**src/rtl/deser_word_align.sv**
```systemverilog
// Serial-to-parallel deserializer with sync-pattern word alignment.
// A SEARCH phase hunts bit-by-bit for SYNC_PATTERN. CONFIRM checks that the
// pattern repeats on consecutive word boundaries. Once LOCKED, one word is
// emitted every WIDTH clocks with a single-cycle valid strobe.
module deser_word_align #(
    parameter int                 WIDTH        = 16,
    parameter logic [WIDTH-1:0]   SYNC_PATTERN = 16'hA5C3,
    parameter int                 LOCK_COUNT   = 3
) (
    input  logic             clk,
    input  logic             rstb,
    input  logic             din,
    input  logic             realign,
    output logic [WIDTH-1:0] dout,
    output logic             dout_valid,
    output logic             locked,
    output logic             sync_err
);

    localparam int BW = $clog2(WIDTH);

    typedef enum logic [1:0] {
        SEARCH  = 2'd0,
        CONFIRM = 2'd1,
        LOCKED  = 2'd2
    } state_t;

    state_t           state_q, state_d;
    logic [WIDTH-1:0] win_q, win_d;
    logic [BW-1:0]    bcnt_q, bcnt_d;
    logic [3:0]       mcnt_q, mcnt_d;
    logic [WIDTH-1:0] dout_q, dout_d;
    logic             dout_valid_q, dout_valid_d;
    logic             locked_q, locked_d;
    logic             sync_err_q, sync_err_d;

    logic             boundary;
    logic             match;
    logic [3:0]       mcnt_inc;

    // Next-state and output decode; the window and bit counter advance every edge.
    always_comb begin
        state_d      = state_q;
        mcnt_d       = mcnt_q;
        dout_d       = dout_q;
        dout_valid_d = 1'b0;
        sync_err_d   = 1'b0;

        // New bit enters at the MSB so the first-received bit ends in bit 0.
        win_d    = {din, win_q[WIDTH-1:1]};
        boundary = (bcnt_q == BW'(WIDTH - 1));
        bcnt_d   = boundary ? '0 : BW'(bcnt_q + 1'b1);
        match    = (win_d == SYNC_PATTERN);
        mcnt_inc = 4'(mcnt_q + 4'd1);

        if (realign) begin
            // Realign takes priority over any boundary action, including output.
            state_d = SEARCH;
            mcnt_d  = '0;
        end else begin
            case (state_q)
                SEARCH: begin
                    if (match) begin
                        // Restart framing so the next bit is bit 0 of a new word.
                        bcnt_d  = '0;
                        mcnt_d  = 4'd1;
                        state_d = (LOCK_COUNT == 1) ? LOCKED : CONFIRM;
                    end
                end
                CONFIRM: begin
                    if (boundary) begin
                        if (match) begin
                            mcnt_d = mcnt_inc;
                            if (mcnt_inc == 4'(LOCK_COUNT)) begin
                                state_d = LOCKED;
                            end
                        end else begin
                            sync_err_d = 1'b1;
                            mcnt_d     = '0;
                            state_d    = SEARCH;
                        end
                    end
                end
                LOCKED: begin
                    // Sync words in lock are ordinary data; no auto-unlock.
                    if (boundary) begin
                        dout_d       = win_d;
                        dout_valid_d = 1'b1;
                    end
                end
                default: begin
                    state_d = SEARCH;
                    mcnt_d  = '0;
                end
            endcase
        end

        locked_d = (state_d == LOCKED);
    end

    // State and registered outputs; asynchronous active-low reset.
    always_ff @(posedge clk or negedge rstb) begin
        if (!rstb) begin
            state_q      <= SEARCH;
            win_q        <= '0;
            bcnt_q       <= '0;
            mcnt_q       <= '0;
            dout_q       <= '0;
            dout_valid_q <= 1'b0;
            locked_q     <= 1'b0;
            sync_err_q   <= 1'b0;
        end else begin
            state_q      <= state_d;
            win_q        <= win_d;
            bcnt_q       <= bcnt_d;
            mcnt_q       <= mcnt_d;
            dout_q       <= dout_d;
            dout_valid_q <= dout_valid_d;
            locked_q     <= locked_d;
            sync_err_q   <= sync_err_d;
        end
    end

    assign dout       = dout_q;
    assign dout_valid = dout_valid_q;
    assign locked     = locked_q;
    assign sync_err   = sync_err_q;

endmodule
```
**config.mk**
```make
export PLATFORM = sky130hd
export DESIGN_NAME = deser_word_align
export DESIGN_NICKNAME = d
export VERILOG_FILES = /design/src/rtl/deser_word_align.sv
export SDC_FILE = /design/constraint.sdc
export NUM_CORES = 1
export LEC_CHECK = 0
export ABC_CLOCK_PERIOD_IN_PS = 2400
export BUFFER_PORTS_ARGS = -buffer_cell sky130_fd_sc_hd__buf_2
export CAP_MARGIN = 15
export CORE_ASPECT_RATIO = 1.5
export CORE_MARGIN = 2
export CORE_UTILIZATION = 55
export DETAILED_ROUTE_END_ITERATION = 8
export GPL_ROUTABILITY_DRIVEN = 0
export PLACE_DENSITY = 0.77
export SETUP_SLACK_MARGIN = 0.5
export SYNTH_ARGS = -nofsm -noshare
export SYNTH_HDL_FRONTEND = slang
export SYNTH_SLANG_ARGS = --single-unit
```
**constraint.sdc**
```tcl
create_clock -name clk -period 2.4 [get_ports clk]
set_clock_uncertainty 0.15 [all_clocks]
set_input_delay 0.12 -clock clk [delete_from_list [all_inputs] [get_ports clk]]
set_output_delay 0.12 -clock clk [all_outputs]
set_load 0.02 [all_outputs]
```
---- Word-level counts from Yosys, hierarchy flattened ----
Index checks and enable logic that the tools add are counted.
Widths: inputs -> output; s select.
word-level totals
  bits in registers ....................... 45
  latch bits .............................. 0
  bits in writable memories ............... 0
  memory bits (read-only) ................. 0
  output and inout port bits .............. 19
  logic and storage cells ................. 45
  memories kept ........................... 0
operators by class
  add/sub/neg operators ................... 2
  multipliers ............................. 0
  div/mod/pow operators ................... 0
  $lt $le $gt $ge ......................... 0
  equality and inequality tests ........... 9
  shifts and indexed selects .............. 0
  multiplexer cells ....................... 22
  bitwise operators ....................... 1
  reductions and logical operators ........ 3
operator list
  cell                  number
  $mux 4                8
  $eq 16x16->1 const B  1
  $pmux 4 s3            1
  $mux 2                5
  $add 4x1->4 const B   2
  $mux 1                7
  $ne 3x3->1 const B    2
  $pmux 2 s3            1
  $reduce_and 3->1      2
  $eq 2x2->1 const B    2
  $eq 4x2->1 const B    1
  $eq 4x4->1 const B    1
  $eq 2x1->1 const B    1
  $logic_not 2->1       1
  $ne 2x2->1 const B    1
  $not 1->1             1

---- Logic depth before layout (Yosys ltp) ----
Gate-level depths: netlist (run 1).
  word-level depth ........................ 8
  depth in mapped cells ................... 6

---- Worst setup path after synthesis (run 1) ----
Ideal clock, no wire load.
  kind .................................... register -> register
  start point ............................. register bcnt_q[0]
  end point ............................... register dout_q[7], in the netlist dout[7]
  library setup time ...................... 0.128 ns
  arrival time ............................ 1.639 ns
  data required time ...................... 2.122 ns
  path slack .............................. 0.483 ns
  stages on the path, launching flop included .. 7
  path buffers ............................ 2
  clock period less this slack ............ 1.917 ns
  cells stage by stage .................... dfrtp_1 > ha_1 > nand3_2 > or3_1 > buf_4 > buf_6 > mux2_1
between the ends
  cells in the longest elaborated chain, start to end .. 2
ends and longest elaborated chain
  element                            RTL line  text
  from (decl)                        30        logic [BW-1:0] bcnt_q, bcnt_d;
  from (signal assigned)             115       bcnt_q <= bcnt_d;
  $eq 4x4->1                         51        boundary = (bcnt_q == BW'(WIDTH - 1));
  $reduce_and 3->1 (no source line)  n/a
  to (signal assigned)               117       dout_q <= dout_d;
  to (decl)                          32        logic [WIDTH-1:0] dout_q, dout_d;
No other way between the ends.
A chain may end at the register's enable or synchronous reset.

---- Final worst setup path (run 1) ----
  start point ............................. register win_q[3]
  end point ............................... register mcnt_q[3]
between the ends
  cells in the longest elaborated chain, start to end .. 5
  elaborated cells between the ends (all ways) .. 7
  classes of those cells .................. eq/ne: 2; mux: 4; reduce/logical: 1
ends and longest elaborated chain
  element                 RTL line  text
  from (decl)             29        logic [WIDTH-1:0] win_q, win_d;
  from (signal assigned)  114       win_q <= win_d;
  $eq 16x16->1 (*)        53        match = (win_d == SYNC_PATTERN);
  $mux 4                  72        if (match) begin
  $mux 4                  71        if (boundary) begin
  $pmux 4 s3              61        case (state_q)
  $mux 4                  56        if (realign) begin
  to (signal assigned)    116       mcnt_q <= mcnt_d;
  to (decl)               31        logic [3:0] mcnt_q, mcnt_d;
Every way passes the cells marked *; elsewhere a longest branch is shown, timed or not. The select of a mux whose other input is x is not followed.

==> qor.csv, run 1 <==
stage,metric,value,unit
finish,nNetsFinal,160,
pwr,pwr-share-seq,60.3,%
floorplanning,initial_core_util,58.2,%
detailed_routing,ant_nets,0,
floorplanning,die_w,49.6,um
timing,tns,0,ps
timing,setup_ws,530,ps
detailed_routing,vias,1096,
pwr,p_sw,0.000275,W
clocking,cts_max_level,2,
detailed_routing,firstDrtPassIters,4,
logic_synthesis,yosysWarnings,0,
finish,areaGrowthSynthToFinish,18.0,%
detailed_routing,drc,0,
clocking,numCtsBuffers,5,
floorplanning,dieArea,3590,um2
logic_synthesis,syn_area_per_cell,14.2,um2
floorplanning,io_pins,23,
place,dp_hpwl,2080,um
logic_synthesis,netlist_instances,121,
finish,layout_common_cells,"dfrtp_1, buf_2, mux2_2",
clocking,clock_path_buffers,2,
logic_synthesis,ys_async_sr_fraction,100,%
logic_synthesis,synth_edf_count,0,
logic_synthesis,yosys-top-cells-area,"dfrtp_1, mux2_2, nor4_4",
timing,fmax,535,MHz
global_route,grt_pass1_vias,1106,
flow_run,drv_cap,0,
pwr,p_comb_share,3.4,%
finish,multi_input_area,623,um2
pwr,pwr-share-clk,36.4,%
finish,layout_commonest_cell,dfrtp_1,
place,post-place-ws,254,ps
timing,tightest_slew,949,ps
setup_path,cp.arrival,1940,ps
logic_synthesis,synth-main-ff-cell,dfrtp_1,
pwr,powerDensity,633,nW/um2
timing,hold_viol,0,
logic_synthesis,yosysTopAreaCell,dfrtp_1,
setup_path,worstPathRequired,2470,ps
floorplanning,rows,24,
timing,slew_violations,0,
setup_path,endpoint_kind,flop,
detailed_routing,drtIter0Drc,32,
pwr,p_leak,0.992,nW
timing,relSlewSlack,36.7,%
run_status,status,"complete, no violations",
logic_synthesis,synth.distinct_cells,30,
clocking,cts_tree,yes,
pwr,vdd_drop_max,0.000508,V
global_route,grt_max_degree,45,
logic_synthesis,ys_ff_latch,44,
clocking,clockRootBuffer,clkbuf_8,
clocking,cts_sinks,44,
finish,diodes,0,
global_route,overflow,0,
global_route,grtUsageTotal,19.7,%
logic_synthesis,yosysSeqAreaShare,64.2,%
setup_path,worstSetupPathType,flop to flop,
finish,regArea,1100,um2
finish,drive_above_1_share,37.7,%
timing,fin_crit_sh,77.9,%
timing,rsz0062_at_grt,yes,
clocking,clkTransAtPathRegs,80,ps
detailed_routing,vias_per_cell,5.68,
pwr,p_int,0.00101,W
logic_synthesis,synth_top_area_share,64.2,%
logic_synthesis,synth_area,1710,um2
place,io_buffers,22,
setup_path,critPathMaxFanout,5,
floorplanning,core,2940,um2
detailed_routing,drt_wl_total,3240,um
floorplanning,die_h,72.4,um
timing,period_needed,1870,ps
detailed_routing,wl_per_cell,16.8,um
setup_path,start_kind,flop,
global_route,grt_pass1_wl,5290,um
pwr,p_sw_share,21.5,%
global_route,antenna_found_initial,0,
finish,nFillCells,227,
hold_path,min_path_type,input pin to flop,
logic_synthesis,syn_nets,128,
pwr,finalPower,0.00128,W
clocking,clk_latency,290,ps
timing,finalSetupViolCount,0,
metrics by stage:
step | instances | hold slack (ps) | cell area, um2 | utilization, %
after floorplan | 121 | -326 | 1720 | -
after global placement | 179 | 112 | 1850 | 62.9
after detailed placement | 179 | 115 | 1850 | 62.9
after CTS | 190 | 92.0 | 1980 | 67.3
after global routing | 193 | 172 | 2020 | 68.8
final | 193 | 152 | 2020 | 68.8
metal layers:
layer | part of all wire, % | wire length, um | global-route usage, %
met5 | 0 | 0 | 0
met4 | 2.2 | 71 | 10.2
met3 | 3.6 | 116 | 4.94
met2 | 53 | 1720 | 32.4
met1 | 41 | 1340 | 24.0
power by group through the flow:
stage | Sequential, W | Clock, W | Combinational [W]
floorplan | 0.000784 | 0 | 0.0000151
global placement | 0.000785 | 0 | 0.0000384
detailed placement | 0.000786 | 0 | 0.0000406
CTS | 0.000771 | 0.000476 | 0.0000435
global route | 0.000774 | 0.000504 | 0.0000495
finish | 0.000772 | 0.000466 | 0.0000430
cells in the mapped netlist (2+ instances only):
master / n
a21oi_1: 5
a31o_2: 2
dfrtp_1: 44
ha_1: 3
inv_1: 4
mux2_2: 15
nand2_1: 5
nand2b_1: 3
nand3_1: 3
nand4b_1: 2
nand4bb_1: 2
nor2_1: 5
nor3_1: 4
nor4_4: 2
o21ai_0: 4
o2bb2ai_1: 3
xnor2_1: 2
area by class of cell:
class,instances,share of cell area [%]
multi-input combinational,72,30.8
clock buffer,8,4.45
sequential,44,54.4
tap,39,2.41
timing repair buffer,26,7.17
inverter,4,0.742
flip-flops by register name (all words and copies together), names as in the netlist:
signal / count
mcnt_q: 4
dout_valid: 1
dout: 16
locked: 1
state_q: 2
sync_err: 1
bcnt_q: 4
win_q: 15
logic make-up after synthesis:
logic type               count (synthesis)  synth area share, %
flip-flops                              44                 64.2
AND/OR/NAND/NOR                         34                 14.1
multiplexers                            16                 10.5
AO/OA/AOI/OAI                           15                 5.69
buffers and inverters                    7                 2.26
adder cells (fa/ha/maj)                  3                 2.19
XOR/XNOR                                 2                 1.02
timing repair:
item | CTS | global route
endpoints found under the setup margin | 23 | 22
setup buffers | 1 | 1
endpoints found under the hold margin | 46 | 0
gates cloned | 0 | 2
pin swaps | 2 | 1
resized for setup | 3 | 4
hold buffers | 2 | 0
critical path: stages, from the launching register on:
cell and delay [ps]:
dfrtp_1 400, or4b_4 590, nor4_4 290, nand4_1 190
o2bb2ai_1 180
final timing paths:
kind,startpoint,endpoint,slack (ps),cells past startpoint
setup / recovery,win_q[3]$_DFF_PN0_,mcnt_q[3]$_DFFE_PN0P_,530,4
hold / removal,realign,locked$_DFF_PN0_,150,3
setup reg to reg,win_q[3]$_DFF_PN0_,mcnt_q[3]$_DFFE_PN0P_,530,4
hold reg to reg,win_q[14]$_DFF_PN0_,win_q[13]$_DFF_PN0_,250,0
max in group asynchronous,rstb,dout[10]$_DFFE_PN0P_,1150,2
min in group asynchronous,rstb,dout[2]$_DFFE_PN0P_,360,2
Note: power is estimated with default switching activity, not from simulation.
==> inputs of run 2 (changes only) <==
--- a/config.mk
+++ b/config.mk
@@ -5,7 +5,7 @@
 export SDC_FILE = /design/constraint.sdc
 export NUM_CORES = 1
 export LEC_CHECK = 0
-export ABC_CLOCK_PERIOD_IN_PS = 2400
+export ABC_CLOCK_PERIOD_IN_PS = 1750
 export BUFFER_PORTS_ARGS = -buffer_cell sky130_fd_sc_hd__buf_2
 export CAP_MARGIN = 15
 export CORE_ASPECT_RATIO = 1.5
==> constraint.sdc (replaced) <==
create_clock -name clk -period 1.75 [get_ports clk]
set_clock_uncertainty 0.15 [all_clocks]
set_input_delay 0.0875 -clock clk [delete_from_list [all_inputs] [get_ports clk]]
set_output_delay 0.0875 -clock clk [all_outputs]
set_load 0.02 [all_outputs]
==> qor.csv, run 2 (synthesized netlist as in run 1, its figures left out) <==
stage,metric,value,unit
floorplanning,core,2940,um2
run_status,status,"complete, but fails checks",
setup_path,worstSetupPathType,flop to flop,
floorplanning,initial_core_util,58.2,%
floorplanning,rows,24,
pwr,pwr-share-seq,48.2,%
detailed_routing,wl_per_cell,18.9,um
detailed_routing,top_layer_used,met4,
pwr,pwr-share-clk,48.4,%
pwr,vdd_drop_max,0.000900,V
place,post-place-ws,-55.0,ps
clocking,clkTransAtPathRegs,80,ps
timing,slew_violations,0,
finish,nNetsFinal,173,
finish,nFillCells,180,
clocking,clk_latency,300,ps
detailed_routing,vias,1165,
clocking,cts_max_level,2,
detailed_routing,drtIter0Drc,36,
setup_path,worstPathRequired,1830,ps
global_route,grt_pass1_wl,5850,um
detailed_routing,drt_wl_total,3880,um
run_status,violations,setup timing,
floorplanning,io_pins,23,
finish,final_util,77.9,%
setup_path,cpPeakStageDelay,590,ps
hold_path,min_path_type,input pin to flop,
setup_path,critical_path_buf_inv_count,1,
detailed_routing,ant_nets,0,
finish,drive_above_1_share,49.7,%
global_route,grt_pass1_vias,1207,
flow_run,drv_cap,0,
detailed_routing,firstDrtPassIters,4,
global_route,grtUsageTotal,22.7,%
detailed_routing,drc,0,
finish,areaGrowthSynthToFinish,33.8,%
finish,largest_reg_flops,16,
global_route,grt_max_degree,21,
setup_path,crit_family,simple AND/OR/NAND/NOR gates,
finish,finalInstanceArea,2290,um2
global_route,antenna_found_initial,0,
clocking,numCtsBuffers,5,
detailed_routing,route.met2.wl,2230,um
finish,layout_common_cells,"dfrtp_1, buf_2, mux2_2, buf_4",
clocking,cts_tree,yes,
timing,setup_ws,-119,ps
clocking,cts_sinks,44,
pwr,p_sw_share,19.0,%
timing,relSlewSlack,66.5,%
pwr,p_comb_share,3.4,%
pwr,p_leak,1.13,nW
finish,layout_commonest_cell,dfrtp_1,
pwr,p_sw,0.000417,W
setup_path,critPathMaxFanout,3,
pwr,p_int,0.00178,W
timing,finalSetupViolCount,19,
floorplanning,die_h,72.4,um
timing,fin_crit_sh,107,%
clocking,clockRootBuffer,clkbuf_8,
setup_path,endpoint_kind,flop,
setup_path,start_kind,flop,
detailed_routing,met3_length,138,um
place,dpl-instance-area,2000,um2
detailed_routing,wl_met1,1440,um
place,dp_hpwl,2290,um
pwr,powerDensity,957,nW/um2
timing,fmax,535,MHz
clocking,clock_path_buffers,2,
setup_path,worstPathCellList,or4b_4 > nor4_4 > buf_4 > nand2_1 > o2bb2ai_2,
place,io_buffers,22,
timing,tightest_slew,501,ps
floorplanning,die_w,49.6,um
timing,rsz0062_at_grt,yes,
finish,diodes,0,
timing,period_needed,1870,ps
setup_path,cp.arrival,1950,ps
setup_path,slowest_stage,or4b_4,
floorplanning,dieArea,3590,um2
timing,hold_viol,0,
detailed_routing,vias_per_cell,5.66,
global_route,overflow,0,
==> run 2: layout make-up <==
cell class	instances	area, um2	share of cell area (%)
Clock buffer	5	68.8	3.00
Sequential cell	44	1100	48.0
Multi-Input combinational cell	70	677	29.5
Clock inverter	3	90.1	3.93
Inverter	4	20.0	0.873
Tap cell	39	48.8	2.13
Timing Repair Buffer	41	288	12.5
==> run 2: power by group through the flow <==
stage                     clock network [W]  registers (W)  logic [W]
after floorplan                           0        0.00108  0.0000221
after global placement                    0        0.00108  0.0000651
after detailed placement                  0        0.00108  0.0000671
after CTS                           0.00108        0.00106  0.0000720
after global routing                0.00112        0.00106  0.0000822
final                               0.00106        0.00106  0.0000743
==> run 2: final timing paths <==
path / startpoint / slack, ps / depth (start not counted) / end
max: win_q[5]$_DFF_PN0_ / -120 / 5 / mcnt_q[2]$_DFFE_PN0P_
min: realign / 40 / 4 / mcnt_q[0]$_DFFE_PN0P_
max reg2reg: win_q[5]$_DFF_PN0_ / -120 / 5 / mcnt_q[2]$_DFFE_PN0P_
min reg2reg: win_q[10]$_DFF_PN0_ / 260 / 0 / win_q[9]$_DFF_PN0_
max in group asynchronous: rstb / 760 / 3 / win_q[9]$_DFF_PN0_
min in group asynchronous: rstb / 120 / 2 / sync_err$_DFF_PN0_
==> run 2: per-stage QoR <==
step / total power (W) / TNS, ps / hold slack, ps / std cells
2_1_floorplan: 0.00110 / -709 / -358 / 121
3_3_place_gp: 0.00114 / 0 / -105 / 193
3_5_place_dp: 0.00114 / -380 / -89.5 / 193
4_1_cts: 0.00221 / -527 / 19.8 / 204
5_1_grt: 0.00226 / -2340 / 51.0 / 206
6_report: 0.00220 / -999 / 38.3 / 206
==> run 2: tightest hold or removal path: cells and delay by family <==
kind | cells | cell delay [ps]
buffers and inverters | 1 | 140
AND/OR/NAND/NOR | 2 | 130
AO/OA/AOI/OAI | 1 | 90
==> run 2: metal layers <==
metal | vias up | global-route usage (%)
li1 | 516 | -
met1 | 610 | 23.9
met2 | 30 | 42.1
met3 | 9 | 5.97
met4 | 0 | 9.88
met5 | - | 0
==> run 2: timing repair <==
item	in CTS	in global routing
setup buffers	1	1
resized for setup	6	8
pin swaps	3	4
endpoints found under the setup margin	29	29
hold buffers	2	0
cloned	0	1
hold endpoints to repair	46	0
==> inputs of run 3 (changes only) <==
--- a/config.mk
+++ b/config.mk
@@ -5,15 +5,18 @@
 export SDC_FILE = /design/constraint.sdc
 export NUM_CORES = 1
 export LEC_CHECK = 0
+export ABC_AREA = 1
 export ABC_CLOCK_PERIOD_IN_PS = 1750
 export BUFFER_PORTS_ARGS = -buffer_cell sky130_fd_sc_hd__buf_2
 export CAP_MARGIN = 15
 export CORE_ASPECT_RATIO = 1.5
 export CORE_MARGIN = 2
-export CORE_UTILIZATION = 55
+export CORE_UTILIZATION = 56
 export DETAILED_ROUTE_END_ITERATION = 8
 export GPL_ROUTABILITY_DRIVEN = 0
-export PLACE_DENSITY = 0.77
+export HOLD_SLACK_MARGIN = 0.02
+export PLACE_DENSITY = 0.78
+export RECOVER_POWER = 50
 export SETUP_SLACK_MARGIN = 0.5
 export SYNTH_ARGS = -nofsm -noshare
 export SYNTH_HDL_FRONTEND = slang
==> qor.csv, run 3 <==
stage,metric,value,unit
logic_synthesis,synth_top_area_share,61.6,%
clocking,cts_sinks,44,
finish,areaGrowthSynthToFinish,28.8,%
logic_synthesis,synth.distinct_cells,22,
timing,tns,0,ps
place,post-place-ws,-56.1,ps
global_route,grt_max_degree,45,
global_route,overflow,0,
clocking,clk_latency,290,ps
logic_synthesis,synth_commonest_cells,"nand2_1, dfrtp_1, nor2_1",
setup_path,cp.arrival,1590,ps
detailed_routing,ant_nets,0,
setup_path,start_kind,flop,
finish,largest_reg_flops,16,
floorplanning,initial_core_util,57.7,%
timing,hold_viol,0,
setup_path,slowest_stage,dfrtp_1,
global_route,grtUsageTotal,20.7,%
timing,tightest_slew,1010,ps
finish,diodes,0,
logic_synthesis,syn_nets,194,
logic_synthesis,yosys.cell_count.top_type,nand2_1,
timing,period_needed,1550,ps
timing,finalSetupViolCount,0,
logic_synthesis,netlist_instances,187,
flow_run,drv_cap,0,
detailed_routing,firstDrtPassIters,4,
global_route,antenna_found_initial,0,
finish,layout_common_cells,"nand2_1, dfrtp_1, buf_2",
global_route,grt_pass1_vias,1352,
clocking,numCtsBuffers,5,
detailed_routing,drc,0,
logic_synthesis,yosysWarnings,0,
finish,layout_commonest_cell,nand2_1,
global_route,grt_pass1_wl,5580,um
clocking,cts_tree,yes,
logic_synthesis,ys_async_sr_fraction,100,%
run_status,status,"complete, no violations",
setup_path,worstPathRequired,1790,ps
timing,fin_crit_sh,88.7,%
detailed_routing,vias,1415,
finish,nNetsFinal,245,
timing,setup_ws,197,ps
setup_path,cpPeakStageDelay,370,ps
pwr,p_leak,1.23,nW
clocking,cts_max_level,2,
hold_path,min_path_type,input pin to flop,
logic_synthesis,yosysSeqAreaShare,61.6,%
place,io_buffers,22,
setup_path,worstSetupPathType,flop to flop,
place,dp_hpwl,2270,um
setup_path,endpoint_kind,flop,
floorplanning,die_h,73.2,um
floorplanning,die_w,50.1,um
floorplanning,rows,25,
timing,fmax,644,MHz
floorplanning,dieArea,3670,um2
setup_path,critPathMaxFanout,11,
finish,final_util,74.3,%
clocking,clkTransAtPathRegs,80,ps
floorplanning,core,3100,um2
setup_path,crit_top_cell,nor2_4,
finish,drive_above_1_share,38.1,%
floorplanning,io_pins,23,
timing,hold_ws,31.1,ps
logic_synthesis,yosysTopAreaCell,dfrtp_1,
logic_synthesis,synth_edf_count,0,
detailed_routing,drt_wl_total,3850,um
clocking,clock_path_buffers,2,
logic_synthesis,yosys-top-cells-area,"dfrtp_1, nand2_1, nor2_1",
detailed_routing,vias_per_cell,5.07,
pwr,vdd_drop_max,0.000705,V
logic_synthesis,syn_area_per_cell,9.55,um2
logic_synthesis,ys_ff_latch,44,
setup_path,worstPathCellList,ha_2 > nand2_2 > nor2_4 > inv_2 > nor2_4 > buf_4 > inv_4 > nand2_1 > o21ai_2,
clocking,clockRootBuffer,clkbuf_8,
timing,slew_violations,0,
detailed_routing,wl_per_cell,13.8,um
timing,rsz0062_at_grt,yes,
logic_synthesis,synth_area,1790,um2
timing,relSlewSlack,32.5,%
logic_synthesis,synth-main-ff-cell,dfrtp_1,
detailed_routing,drtIter0Drc,29,
pwr,powerDensity,773,nW/um2
[run 3: final cells by class]
cell class	count	area, um2
clock buffer	7	86.3
inverter	20	82.6
clock inverter	1	7.51
timing repair inverter	1	6.26
sequential	44	1100
tap	40	50.0
multi-input combinational	120	664
timing repair buffer	46	303
fill	188	796
[run 3: per-stage QoR]
step,std cells,area (um2),total power (W)
3_5_place_dp,247,1930,0.00112
2_1_floorplan,187,1800,0.00109
4_1_cts,266,2140,0.00178
5_1_grt,279,2300,0.00186
6_report,279,2300,0.00178
3_3_place_gp,247,1930,0.00112
[run 3: per-layer routing]
layer	track usage, %	part of all wire, %	vias to the layer above
met4	13.6	2.3	0
met3	5.53	3.9	8
met2	37.0	55	41
met5	0	0	-
li1	-	-	676
met1	20.5	39	690
[run 3: where the power goes]
group / internal, W / total, W / switching, W
combinational: 0.0000265 / 0.0000729 / 0.0000464
clock: 0.000321 / 0.000652 / 0.000331
sequential: 0.00103 / 0.00105 / 0.0000190
total: 0.00138 / 0.00178 / 0.000396
[run 3: logic make-up after synthesis]
kind of cell | Yosys count | synth area share (%)
buf+inv | 23 | 5.88
flops | 44 | 61.6
simple gates | 104 | 24.5
xor+xnor | 2 | 0.981
fa+ha+maj | 3 | 2.10
compound gates | 11 | 4.90
[run 3: timing repair]
action                     4_1_cts  5_1_grt
pin swaps                        7       13
setup buffers                    8       11
gates cloned                     0        2
setup endpoints to repair       29       29
hold buffers                     3        0
hold endpoints to repair        48        0
gates resized for setup          8       27
[run 3: worst max-delay path: cells and delay by family (launching register included)]
family,cells,cell delay (ps)
fa+ha+maj,1,200
flops,1,370
simple gates,4,400
compound gates,1,50
buf+inv,3,280
[run 3: final timing paths]
kind                                           from              endpoint  slack, ps  cells past startpoint
max in group asynchronous                      rstb      locked$_DFF_PN0_        400                      3
worst min register to register  win_q[10]$_DFF_PN0_    win_q[9]$_DFF_PN0_        270                      0
worst min-delay path                        realign    sync_err$_DFF_PN0_         30                      4
worst max-delay path            bcnt_q[1]$_DFF_PN0_   dout[9]$_DFFE_PN0P_        200                      9
worst max register to register  bcnt_q[1]$_DFF_PN0_   dout[9]$_DFFE_PN0P_        200                      9
min in group asynchronous                      rstb  dout[12]$_DFFE_PN0P_        430                      3
